$ cat config.mk
export PLATFORM = sky130hd
export DESIGN_NAME = note_sequencer
export DESIGN_NICKNAME = d
export VERILOG_FILES = /design/src/rtl/note_sequencer.sv
export SDC_FILE = /design/constraint.sdc
export NUM_CORES = 1
export LEC_CHECK = 0
export CELL_PAD_IN_SITES_DETAIL_PLACEMENT = 2
export CELL_PAD_IN_SITES_GLOBAL_PLACEMENT = 2
export CORE_UTILIZATION = 25
export CTS_BUF_LIST = sky130_fd_sc_hd__clkbuf_4
export DETAILED_ROUTE_END_ITERATION = 10
export GPL_TIMING_DRIVEN = 0
export PLACE_DENSITY = 0.95
export SLEW_MARGIN = 20
export SYNTH_ARGS = -nofsm -noshare
export SYNTH_HDL_FRONTEND = slang
export SYNTH_SLANG_ARGS = --single-unit
export TNS_END_PERCENT = 5
$ cat constraint.sdc
create_clock -name clk -period 3 [get_ports clk]
set_clock_uncertainty 0.2 [all_clocks]
set_input_delay 0.45 -clock clk [delete_from_list [all_inputs] [get_ports clk]]
set_output_delay 0.45 -clock clk [all_outputs]
set_load 0.02 [all_outputs]
$ cat src/rtl/note_sequencer.sv
// Note sequencer: walks the selected song's ROM entries, issues each {note, duration}
// to the note player and pulses song_done at the end. NOTE_SEQ_END_MARKER_EN enables duration==0 end markers.
module note_sequencer #(
    parameter int IDX_W  = 5,
    parameter int NOTE_W = 6,
    parameter int DUR_W  = 6
) (
    input  logic                    clk,
    input  logic                    reset,
    input  logic                    play,
    input  logic [1:0]              song,
    output logic [IDX_W+1:0]        rom_addr,
    input  logic [NOTE_W+DUR_W-1:0] rom_data,
    input  logic                    note_done,
    output logic                    new_note,
    output logic [NOTE_W-1:0]       note,
    output logic [DUR_W-1:0]        duration,
    output logic                    song_done,
    output logic [2:0]              dbg_state
);

    typedef enum logic [2:0] {
        S_IDLE    = 3'd0,
        S_FETCH   = 3'd1,
        S_WAIT    = 3'd2,
        S_ISSUE   = 3'd3,
        S_PLAYING = 3'd4,
        S_DONE    = 3'd5
    } state_t;

    localparam logic [IDX_W-1:0] IDX_LAST = {IDX_W{1'b1}};

    state_t             state_q, state_d;
    logic [IDX_W-1:0]   idx_q, idx_d;
    logic [NOTE_W-1:0]  note_q, note_d;
    logic [DUR_W-1:0]   dur_q, dur_d;
    logic [NOTE_W-1:0]  rom_note;
    logic [DUR_W-1:0]   rom_dur;

    assign rom_note  = rom_data[NOTE_W+DUR_W-1:DUR_W];
    assign rom_dur   = rom_data[DUR_W-1:0];

    // Song is not registered: whatever song is selected at fetch time is read.
    assign rom_addr  = {song, idx_q};
    assign note      = note_q;
    assign duration  = dur_q;
    assign dbg_state = state_q;

    always_comb begin
        state_d   = state_q;
        idx_d     = idx_q;
        note_d    = note_q;
        dur_d     = dur_q;
        new_note  = 1'b0;
        song_done = 1'b0;
        case (state_q)
            S_IDLE: begin
                if (play) state_d = S_FETCH;
            end
            S_FETCH: state_d = S_WAIT;
            S_WAIT: begin
                note_d  = rom_note;
                dur_d   = rom_dur;
                state_d = S_ISSUE;
`ifdef NOTE_SEQ_END_MARKER_EN
                if (rom_dur == '0) state_d = S_DONE;
`endif
            end
            S_ISSUE: begin
                new_note = 1'b1;
                state_d  = S_PLAYING;
            end
            S_PLAYING: begin
                if (note_done) begin
                    // The last entry always ends the song; idx never wraps.
                    if (idx_q == IDX_LAST) begin
                        state_d = S_DONE;
                    end else begin
                        idx_d   = idx_q + IDX_W'(1);
                        state_d = play ? S_FETCH : S_IDLE;
                    end
                end
            end
            S_DONE: begin
                song_done = 1'b1;
                idx_d     = '0;
                state_d   = S_IDLE;
            end
            default: state_d = S_IDLE;
        endcase
    end

    always_ff @(posedge clk) begin
        if (reset) begin
            state_q <= S_IDLE;
            idx_q   <= '0;
            note_q  <= '0;
            dur_q   <= '0;
        end else begin
            state_q <= state_d;
            idx_q   <= idx_d;
            note_q  <= note_d;
            dur_q   <= dur_d;
        end
    end

endmodule

-- Word-level counts from Yosys, hierarchy flattened
Index checks and enable logic that the tools add are counted.
- bits in registers: 20
- logic and storage cells: 28
- add/sub/neg operators: 1
- equality and inequality tests: 9
- multiplexer cells: 10
- reductions and logical operators: 4
- operators with widths (operator ; count):
    case mux 3 bit (5 select lines) ; 1
    2-to-1 mux 5 bit ; 2
    case mux 5 bit (2 select lines) ; 1
    2-to-1 mux 3 bit ; 3
    equality test 3 x 2 -> 1 bit, second input constant ; 2
    equality test 3 bit, second input constant ; 2
    inequality test 2 bit, second input constant ; 3
    adder 5 x 1 -> 5 bit, second input constant ; 1
    equality test 5 bit, second input constant ; 1
    equality test 3 x 1 -> 1 bit, second input constant ; 1
    zero test 3 bit ; 1
    2-to-1 mux 1 bit ; 3
    AND reduction 3 bit ; 1
    AND reduction 2 bit ; 1
    nonzero test 2 bit ; 1

-- Longest topological paths before layout
- word-level depth: 4
- gate-level depth with buffers: 8

-- Worst setup path after synthesis
OpenSTA, ideal clock, no wires.
- path kind: reg-to-reg
- start point: reg idx_q[0]
- end point: reg idx_q[3]
- setup time: 0.070 ns
- arrival time: 1.898 ns
- data required time: 2.730 ns
- path slack: 0.831 ns
- stages on the path, launching flop included: 9
- buffers on the path: 1
- path through: dfxtp_1 -> ha_1 -> and3_1 -> ha_1 -> nor2b_1 -> buf_2 -> o21ai_2 -> or4_1 -> a21oi_1
- word-level cells in the longest chain between the ends: 4
- RTL lines (item ; line ; RTL):
    start, declared ; 34 ; logic [IDX_W-1:0] idx_q, idx_d;
    start signal, assigned ; 101 ; idx_q <= idx_d;
    adder 5 x 1 -> 5 bit ; 79 ; idx_d = idx_q + IDX_W'(1);
    2-to-1 mux 5 bit ; 76 ; if (idx_q == IDX_LAST) begin
    2-to-1 mux 5 bit ; 74 ; if (note_done) begin
    case mux 5 bit (2 select lines) ; 56 ; case (state_q)
Several ways; a longest one is shown, not always the timed one. The select of a mux whose other input is x is not followed.
A chain may end at the register's enable or synchronous reset.

-- Final worst setup path
- start point: reg state_q[0], in the netlist dbg_state[0]
- end point: out song_done
- word-level cells in the longest chain between the ends: 2
- RTL lines (item ; line ; RTL):
    start, declared ; 33 ; state_t state_q, state_d;
    start signal, assigned ; 100 ; state_q <= state_d;
    equality test 3 bit ; 56 ;
    2-to-1 mux 1 bit ; 56 ;
    end, declared ; 18 ; output logic song_done,
No other way between the ends.

==> summary.md <==
| Metric | Value |
|---|---|
| Routed WL | `roughly 2900 um` |
| First-pass detailed-route iteration total | `4` |
| Leak pwr | `roughly 0.5 nW` |
| Sequential power share | `0.448` |
| Status | `completed` |
| Worst Tran Pin Value | `515.3 ps` |
| Die X | `slightly above 60 um` |
| CTS Root Cell | `clkbuf_4` |
| Commonest non-fill, non-tap cell in the layout | `clkdlybuf4s50_1` |
| H-tree depth | `1` |
| Yosys warning count | `0` |
| Setup tns final | `0 ps` |
| Starting density of the core | `0.2595` |
| Wire length per cell | `~16 um` |
| Cts repair resizes | `0` |
| Total CTS buffers | `3` |
| F_max | `377.1 MHz` |
| DR vias/cell | `4.719` |
| CTS tree | `yes` |
| CTS Sinks | `20` |
| GR Util All Layers | `0.1602` |
| # hold bufs at CTS | `0` |
| Final hold violation count | `0` |
| Diodes inserted | `0` |
| Setup crit end kind | `primary output` |
| Worst-path maximum fanout | `10` |
| Slew HR | `0.6564` |
| First-pass GRT wire length | `roughly 4300 um` |
| Vias in the first global route | `about 860` |
| Synthesized cell area | `approximately 870 um2` |
| Clk pin slew, worst setup/hold paths | `roughly 120 ps` |
| Synthesized Nets | `109` |
| Most frequent cells in the layout | `clkdlybuf4s50_1, dfxtp_1, nor2_1, mux2i_1, a21oi_1` |
| Max Buffers Root-to-Sink | `2` |
| RSZ-0062 raised after global routing | `false` |
| Max Slew Vio Count | `0` |
| Grt ovf | `0` |
| Initial antenna violation count | `0` |
| Clock power share | `0.342` |
| Sw Pwr | `around 0.00017 W` |
| Routability cong. | `~0.75` |
| Die H | `slightly above 60 um` |
| Post-Place Cells | `~170` |
| Core footprint | `between 0.003 and 0.004 mm2` |
| Fraction of layout cells with a size suffix above 1 | `0.09091` |
| Via count | `between 800 and 900` |
| Final ANT Viol Nets | `0` |
| Ports | `42` |
| Dpl hpwl | `between 2000 and 2500 um` |
| Crit Path Category | `register to primary output` |
| WP data arrival | `2000 ps` |
| Max cap viols | `0` |
| Setup violations, final | `0` |
| Worst Hold Class | `register to register` |
| Layout net count | `roughly 150` |
| Combinational Power Share | `0.210` |
| Fin util | `0.4094` |
| Rows | `21` |
| Syn Inst Count | `a little under 90` |
| Worst EP required | `between 2000 and 2500 ps` |
| Seq/Total Area, Yosys | `0.4624` |
| Yosys reg bits | `20` |
| Post-Layout Cell Count | `approximately 180` |
| PortBufs | `39` |
| PwrDens | `about 480 mW/mm2` |
| Int Power | `0.0004889 W` |
| Min Hold Slack | `307.8 ps` |
| Largest net degree at the start of global routing | `13` |
| Syn Area/Cell | `roughly 9.7 um2` |
| Tot Pwr | `between 0.0006 and 0.0007 W` |
| Postcts setup bufs | `0` |
| Synth unique cells | `31` |
| Min Tclk post-route | `2652 ps` |
| Layout area overhead | `57.80%` |
| Die ar. | `around 0.0037 mm2` |
| Tcrit/Tclk final | `0.8839` |
| # DRC | `0` |
| Crit start category | `register` |
| Switch share | `0.2571` |
| Clk_lat worst skew | `roughly 310 ps` |
| Drt initial violations | `10` |
| Worst vdd ir | `between 0.15 and 0.2 mV` |
-- power groups by stage --
stage               Combinational, W  Sequential, W  Clock (W)
floorplan                  0.0000543       0.000315          0
finish                      0.000138       0.000295   0.000225
detailed placement          0.000139       0.000301          0
CTS                         0.000140       0.000295   0.000231
global route                0.000147       0.000297   0.000243
global placement            0.000133       0.000298          0
-- stage by stage --
| step | setup slack (ps) | cell area (um2) |
|---|---|---|
| final | 348.3 | 1366 |
| after global routing | 244.7 | 1366 |
| after CTS | 332.6 | 1366 |
| after detailed placement | 714.4 | 1314 |
| after global placement | 743.4 | 1314 |
| after floorplan | 831.3 | 865.8 |
-- final cells by class --
cell class | count | area, um2
multi-input combinational | 62 | 429.2
timing repair buffer | 39 | 390.4
buffer | 7 | 36.28
tap | 46 | 57.56
sequential | 20 | 400.4
fill | 362 | 1971
clock buffer | 3 | 22.52
clock inverter | 1 | 30.03
-- metal layers --
layer,GRT usage,vias up,part of all wire
met3,0.006397,5,0.023
met5,0,-,0
met4,0.05844,0,0.016
li1,-,398,-
met2,0.2889,23,0.54
met1,0.2029,414,0.42
-- logic make-up (layout without fill, tap and decap cells) --
logic type | after synthesis | count (layout) | synth area share
flip-flops | 20 | 20 | 0.4624
multiplexers | 12 | 12 | 0.1387
AND/OR/NAND/NOR | 33 | 33 | 0.2125
adder cells (fa/ha/maj) | 2 | 2 | 0.02890
AO/OA/AOI/OAI | 14 | 14 | 0.1055
buffers and inverters | 7 | 50 | 0.04190
XOR/XNOR | 1 | 1 | 0.01012
-- critical path, cell delays in order, from the launching register on --
cell	delay (ps)
dfxtp_1	500
clkbuf_1	390
and2_1	190
clkdlybuf4s50_1	600
-- final timing paths --
path | from | end | slack, ps | cells past startpoint
worst max-delay path | dbg_state[0] | song_done | 350 | 3
worst min-delay path | idx_q[4] | idx_q[4] | 310 | 2
worst max register to register | idx_q[0] | idx_q[3] | 600 | 8
worst min register to register | idx_q[4] | idx_q[4] | 310 | 2
-- Yosys cell counts --
| cell type | n | share of area |
|---|---|---|
| mux2i_1 | 12 | 0.14 |
| a2111oi_0 | 1 | 0.010 |
| buf_4 | 2 | 0.017 |
| and4b_1 | 1 | 0.012 |
| o21ai_2 | 1 | 0.010 |
| o21ai_1 | 1 | 0.0058 |
| nand2b_1 | 2 | 0.014 |
| o21bai_1 | 1 | 0.0087 |
| nor3b_2 | 1 | 0.014 |
| nand3_1 | 2 | 0.012 |
| a31oi_1 | 1 | 0.0072 |
| clkbuf_1 | 3 | 0.013 |
| and3b_1 | 1 | 0.010 |
| buf_2 | 2 | 0.012 |
| o21ba_2 | 1 | 0.012 |
| or4_1 | 1 | 0.0087 |
| nor3b_1 | 1 | 0.0087 |
| nor3_1 | 2 | 0.012 |
| nor2b_1 | 1 | 0.0072 |
| and2b_2 | 1 | 0.010 |
| and3_1 | 1 | 0.0072 |
| nand2_1 | 3 | 0.013 |
| nand4b_1 | 2 | 0.020 |
| ha_1 | 2 | 0.029 |
| and2_1 | 1 | 0.0072 |
| dfxtp_1 | 20 | 0.46 |
| a211oi_1 | 1 | 0.0087 |
| a21oi_1 | 6 | 0.035 |
| a21boi_0 | 1 | 0.0087 |
| nor2_1 | 13 | 0.056 |
| xnor2_1 | 1 | 0.010 |
-- flip-flops by register name, indices dropped and copies added, names as in the netlist --
| signal | count |
|---|---|
| note | 6 |
| idx_q | 5 |
| dbg_state | 3 |
| duration | 6 |
Note: power is estimated with default switching activity, not from simulation.
